### src/rtl/demo_de0_sys_nios2_qsys_0_oci_dct_ctrl.sv
// Trace-capture sequencer: packs 2-bit trace atoms into 30-bit words, hands them to a
// valid/ready sink and flushes a partial word at end of test. Optional DCT_DROP_COUNT_EN adds drop_count.
//
// state   | meaning
// --------+--------------------------------------------------------------
// S_RUN   | accepting atoms, emitting full words
// S_FLUSH | atoms ignored, draining partial accumulator and pending word
// S_ENDED | flush complete, test_has_ended held until reset
module demo_de0_sys_nios2_qsys_0_oci_dct_ctrl (
  input  logic        clk,
  input  logic        reset,
  input  logic        atom_valid,
  input  logic [1:0]  atom_data,
  input  logic        test_ending,
  input  logic        out_ready,
  output logic        out_valid,
  output logic [29:0] out_buffer,
  output logic [3:0]  out_count,
  output logic [29:0] dct_buffer,
  output logic [3:0]  dct_count,
  output logic        overflow,
  output logic        test_has_ended
`ifdef DCT_DROP_COUNT_EN
  ,
  output logic [15:0] drop_count
`endif
);

  typedef enum logic [1:0] {S_RUN, S_FLUSH, S_ENDED} state_t;

  state_t state;

  logic slot_free;
  logic acc_full;
  logic transfer;
  logic take;
  logic drop;

  assign slot_free = !out_valid || out_ready;
  assign acc_full  = (dct_count == 4'd15);
  assign transfer  = slot_free && (acc_full || ((state == S_FLUSH) && (dct_count != 4'd0)));
  assign take      = atom_valid && (state == S_RUN);
  // The CPU cannot be stalled, so a full accumulator behind a blocked sink loses the atom.
  assign drop      = take && acc_full && !slot_free;

  always_ff @(posedge clk) begin
    if (reset) begin
      state          <= S_RUN;
      out_valid      <= 1'b0;
      out_buffer     <= 30'd0;
      out_count      <= 4'd0;
      dct_buffer     <= 30'd0;
      dct_count      <= 4'd0;
      overflow       <= 1'b0;
      test_has_ended <= 1'b0;
`ifdef DCT_DROP_COUNT_EN
      drop_count     <= 16'd0;
`endif
    end else begin
      if (transfer) begin
        out_buffer <= dct_buffer;
        out_count  <= dct_count;
        out_valid  <= 1'b1;
      end else if (out_valid && out_ready) begin
        out_valid <= 1'b0;
      end

      // An atom arriving with a transfer starts the freshly cleared accumulator.
      if (take && !drop) begin
        if (transfer) begin
          dct_buffer <= {28'd0, atom_data};
          dct_count  <= 4'd1;
        end else begin
          dct_buffer[{dct_count, 1'b0} +: 2] <= atom_data;
          dct_count <= dct_count + 4'd1;
        end
      end else if (transfer) begin
        dct_buffer <= 30'd0;
        dct_count  <= 4'd0;
      end

      if (drop) begin
        overflow <= 1'b1;
      end
`ifdef DCT_DROP_COUNT_EN
      if (drop && (drop_count != 16'hFFFF)) begin
        drop_count <= drop_count + 16'd1;
      end
`endif

      case (state)
        S_RUN: begin
          if (test_ending) begin
            state <= S_FLUSH;
          end
        end
        S_FLUSH: begin
          if ((dct_count == 4'd0) && !out_valid) begin
            state          <= S_ENDED;
            test_has_ended <= 1'b1;
          end
        end
        S_ENDED: begin
          state <= S_ENDED;
        end
        default: begin
          state <= S_RUN;
        end
      endcase
    end
  end

endmodule

### config.mk
export PLATFORM = sky130hd
export DESIGN_NAME = demo_de0_sys_nios2_qsys_0_oci_dct_ctrl
export DESIGN_NICKNAME = d
export VERILOG_FILES = /design/src/rtl/demo_de0_sys_nios2_qsys_0_oci_dct_ctrl.sv
export SDC_FILE = /design/constraint.sdc
export NUM_CORES = 1
export LEC_CHECK = 0
export CELL_PAD_IN_SITES_DETAIL_PLACEMENT = 1
export CELL_PAD_IN_SITES_GLOBAL_PLACEMENT = 1
export CORE_ASPECT_RATIO = 1.2
export CORE_UTILIZATION = 36
export CTS_BUF_LIST = sky130_fd_sc_hd__clkbuf_16
export DETAILED_ROUTE_END_ITERATION = 6
export GPL_TIMING_DRIVEN = 0
export PLACE_DENSITY = 0.85
export SLEW_MARGIN = 20
export SYNTH_ARGS = -nofsm -noshare
export SYNTH_HDL_FRONTEND = slang
export SYNTH_SLANG_ARGS = --single-unit
### constraint.sdc
create_clock -name clk -period 3.23 [get_ports clk]
set_clock_uncertainty 0.15 [all_clocks]
set_input_delay 0.4845 -clock clk [delete_from_list [all_inputs] [get_ports clk]]
set_output_delay 0.4845 -clock clk [all_outputs]
set_load 0.01 [all_outputs]
Word level (Yosys, flattened, before mapping)
Cells that the tools add are included.
{"block": "op_classes", "addsub": 2, "n_eq_ne": 5, "n_shift": 2, "n_mux": 12, "reduce_logical": 20}
{"operator": "30-bit two-way mux", "count": 3}
{"operator": "30-bit bitwise mux", "count": 1}
{"operator": "2-bit by 7-bit variable shift with 30-bit output (first input constant)", "count": 1}
{"operator": "2-bit by 7-bit variable part select with 30-bit output", "count": 1}
{"operator": "4-bit two-way mux", "count": 3}
{"operator": "1-bit logical AND", "count": 8}
{"operator": "5-bit negator with 7-bit output", "count": 1}
{"operator": "2-bit case mux with 3 select lines", "count": 1}
{"operator": "4-bit by 1-bit adder with 4-bit output (second input constant)", "count": 1}
{"operator": "4-bit equality test (second input constant)", "count": 1}
{"operator": "4-bit logical NOT", "count": 1}
{"operator": "2-bit two-way mux", "count": 2}
{"operator": "2-bit AND reduction", "count": 2}
{"operator": "2-bit nonzero test", "count": 2}
{"operator": "4-bit nonzero test", "count": 1}
{"operator": "1-bit logical NOT", "count": 3}
{"operator": "2-bit by 1-bit equality test with 1-bit output (second input constant)", "count": 1}
{"operator": "2-bit equality test (second input constant)", "count": 1}
{"operator": "2-bit logical NOT", "count": 1}
{"operator": "1-bit logical OR", "count": 2}
{"operator": "1-bit two-way mux", "count": 2}
{"operator": "2-bit by 1-bit != test with 1-bit output (second input constant)", "count": 1}
{"operator": "2-bit != test (second input constant)", "count": 1}
{"block": "totals", "register_bits": 73, "output_inout_bits": 71, "word_cells": 49}

Longest topological paths before layout
{"block": "depth", "word_depth": 7, "ltp_mapped": 10, "mapped_depth_nobuf": 7}

Worst setup path after synthesis
No wires, ideal clock.
{"block": "synth_timing", "path_kind": "register to register", "from": "register dct_count[0]", "to": "register dct_buffer[12]", "setup_time_ps": 118, "arrival_ps": 2078, "t_required_ps": 2962, "setup_slack_ps": 884, "path_stages_with_launch": 11, "n_path_buf": 3, "synth_period_minus_slack_ps": 2346, "path_cell_list": "dfxtp_1 buf_2 inv_1 ha_1 nand2b_1 nand3_1 and2_1 buf_2 nand2b_1 buf_2 nor2_1"}
{"block": "synth_between", "elab_chain_cells": 6, "word_cells_on_any_way": 16, "classes_between": "add/sub (1); eq/ne (1); shift (2); mux (3); reduce/logical (9)"}
{"item": "start, declared", "line_no": "20", "text": "output logic [3:0] dct_count,"}
{"item": "start signal, assigned", "line_no": "75", "text": "dct_count <= dct_count + 4'd1;"}
{"item": "parallel branches: the longest is 6 deep, another holds 5-bit negator with 7-bit output"}
{"item": "end signal, assigned", "line_no": "71", "text": "dct_buffer <= {28'd0, atom_data};"}
{"item": "end signal, assigned by index", "line_no": "74", "text": "dct_buffer[{dct_count, 1'b0} +: 2] <= atom_data;"}
{"item": "end, declared", "line_no": "19", "text": "output logic [29:0] dct_buffer,"}
Parallel ways; which one is timed is not known.
A chain may end at the register's enable or synchronous reset.

Worst setup path in the final report
{"block": "layout_timing", "from": "register dct_count[0]", "to": "register dct_buffer[26]"}
Same word-level chain as after synthesis.

==> metrics.yaml <==
sta:
  tightest_slew_ns: 0.590
  maxSlewHeadroom_pct: 60.4
  setup_viol: 0
  rsz0062_at_grt: "no"
  hold_violations: 0
  fin_setup_tns_ns: 0
  hold_ws_ns: 0.300
  slew_violations: 0
  timing.final.crit_share_pct: 92.6
  min_period_ns: 2.99
  fmax_mhz: 334
floorplan:
  initial_core_util_pct: 37.4
  coreArea_mm2: 0.00861
  die-height_um: 106
  ios: 78
  die_x_um: 88.3
  fp-row-count: 37
  fp.dieArea_mm2: 0.00932
layout:
  n_antenna_cell: 0
  final_cell_mix: "nand2_1 (79), clkdlybuf4s50_1 (74), dfxtp_1 (73)"
  multi_input_area_mm2: 0.00157
  post_route_cells_drive_above_1_share_pct: 10.2
  fin_cells: 587
  areaGrowthSynthToFinish_pct: 36.9
  register_area_mm2: 0.00146
  nets: 479
  post-route-util_pct: 51.1
  mostFrequentLayoutCell: "nand2_1"
  fillerInstances: 1030
worst_setup_path:
  slowest_stage: "dfxtp_1"
  crit_type: "flop to flop"
  path_delay_family: "buffers and inverters"
  rr_endpoint: "dct_buffer[26]"
  reg2reg_slack_ns: 0.24
  path_buf_inv: 4
  cp.depth: 10
  arrival_ns: 3.05
  worstPathRequired_ns: 3.29
  cp_common_cell: "buf_2"
  rr_worst_depth: 10
  crit_path_cell_trace: "buf_2, inv_1, ha_1, nand2b_1, nand3_1, and2_1, buf_2, nand2b_1, buf_2, nor2_1"
  end_kind: "flop"
  crit_path_max_fanout: 10
  crit_start: "dct_count[0]"
  startpoint_type: "flop"
  r2r_start: "dct_count[0]"
  cpPeakStageDelay_ns: 0.46
  crit_end: "dct_buffer[26]"
synth:
  yosysWarnings: 0
  ys_async_sr_fraction_pct: 0
  ys_seq_area_share_pct: 45.4
  syn_nets: 394
  synth_top_area_share_pct: 45.4
  synthTopCellsByArea: "dfxtp_1 (45%), nand2_1 (9.2%), a21oi_1 (8.4%)"
  netlist_instances: 380
  synth-edff-count: 0
  synth_ff_type: "dfxtp_1"
  yosys_register_bits: 73
  synth_cell_types: 46
  syn_area_per_cell_um2: 8.47
  syn_area_mm2: 0.00322
  synth_top_cell_by_area: "dfxtp_1"
clock_network:
  cts_setup_buffers: 0
  cts_tree: "done"
  clk_transition_reported_paths_ns: 0.06
  cts_sinks: 73
  cts_buffers: 9
  cts-root-buf: "clkbuf_16"
  clock_latency_ns: 0.33
  cts_max_level: 3
  clk_path_buf_depth: 2
global_route:
  gr-usage-met2_pct: 37.9
  grt_max_degree: 14
  grt.total_usage_pct: 22.4
  grt_pass1_wl_mm: 15.9
  overflow: 0
  top_usage_layer: "met2"
  antenna_found_initial: 0
  grt_use_met3_pct: 3.21
  grt_util_met1_pct: 27.7
  grt_pass1_vias: 3160
placed_design:
  routabilityCongestion: 0.861
  post-dp-hpwl_mm: 7.26
  dp_cells: 571
  portBuffers: 74
drt:
  wirelength_mm: 10.1
  viasPerCell: 5.15
  ant_nets: 0
  dr.pass1.iters: 5
  drcViolationCount: 0
  drt-initial-drc-count: 106
  detail_route.wl_per_cell_um: 17.1
  vias: 3025
power:
  ir_worst_vdd_mv: 0.278
  p_leak_nw: 1.56
  p_per_area_mw_per_mm2: 606
  power_mw: 2.67
hold_path:
  worstHoldPathType: "flop to flop"
run_status:
  status: "completed"
run:
  max_cap_viol_count: 0
## worst register-to-register path, cell delays in order, from the launching register on
cell and delay, ns:
dfxtp_1 0.46, buf_2 0.37, inv_1 0.18, ha_1 0.32, nand2b_1 0.25, nand3_1 0.28, and2_1 0.22, buf_2 0.16
nand2b_1 0.11, buf_2 0.29, nor2_1 0.09
## per-layer routing
layer / up-vias / wire [um]
met3: 22 / 431
met2: 85 / 5130
met5: - / 0
li1: 1464 / -
met1: 1454 / 4260
met4: 0 / 244
## flip-flops by register name (all words and copies together), names as in the netlist
| register | cells |
|---|---|
| test_has_ended | 1 |
| dct_buffer | 30 |
| overflow | 1 |
| dct_count | 4 |
| out_count | 4 |
| out_valid | 1 |
| out_buffer | 30 |
| state | 2 |
## cells in the mapped netlist (2+ instances only)
cell type / n
a2111oi_4: 2
a21oi_1: 54
and2_1: 2
buf_1: 4
buf_2: 10
buf_4: 3
buf_6: 2
clkbuf_1: 5
clkbuf_8: 2
dfxtp_1: 73
ha_1: 7
inv_1: 9
mux2i_1: 16
nand2_1: 79
nand2b_1: 4
nand3_1: 27
nand4_1: 9
nand4b_1: 4
nor2_1: 28
nor2_2: 2
nor3_1: 3
nor3b_1: 2
o211ai_1: 2
o21ai_0: 6
o22ai_1: 2
or3_1: 2
xor2_1: 2
## layout make-up
| cell class | count | share of cell area (%) |
|---|---|---|
| buffer | 26 | 3.64 |
| clock buffer | 9 | 5.11 |
| clock inverter | 7 | 1.62 |
| inverter | 9 | 0.767 |
| multi-input combinational | 272 | 35.5 |
| sequential | 73 | 33.2 |
| tap | 117 | 3.32 |
| timing repair buffer | 74 | 16.8 |
## timing repair
action | in CTS | in global routing
endpoints found under the setup margin | 0 | 14
hold buffers | 0 | 0
gates resized for setup | 0 | 3
## report_power, final
group          internal [mW]  switching [mW]  total, mW
registers              0.935          0.0283      0.963
logic                  0.227           0.490      0.717
clock network          0.597           0.391      0.989
## worst min path at each step
stage	start	to	cells past startpoint	slack (ns)
2_1_floorplan	state[1]	state[1]	2	0.31
3_3_place_gp	out_buffer[10]	out_buffer[10]	2	0.29
3_5_place_dp	out_buffer[18]	out_buffer[18]	2	0.29
4_1_cts	out_buffer[18]	out_buffer[18]	2	0.30
5_1_grt	out_buffer[27]	out_buffer[27]	2	0.32
6_report	out_buffer[18]	out_buffer[18]	2	0.30
## per-stage QoR
step / cell area, um2 / worst slack (ns)
final: 4400 / 0.239
after global routing: 4400 / 0.0565
after CTS: 4400 / 0.182
after detailed placement: 4100 / 0.214
after global placement: 4100 / 0.300
after floorplan: 3220 / 0.884
## cell families (layout without fill, tap and decap cells)
kind of cell / count (synthesis) / in the layout / share of synthesized area [%]
and+or+nand+nor: 173 / 173 / 25.7
DFF: 73 / 73 / 45.4
AOI/OAI and AO/OA: 72 / 72 / 14.0
buffers and inverters: 35 / 125 / 5.91
muxes: 16 / 16 / 4.98
adders and majority gates: 7 / 7 / 2.72
xor gates and xnor gates: 4 / 4 / 1.32
Note: power is estimated with default switching activity, not from simulation.
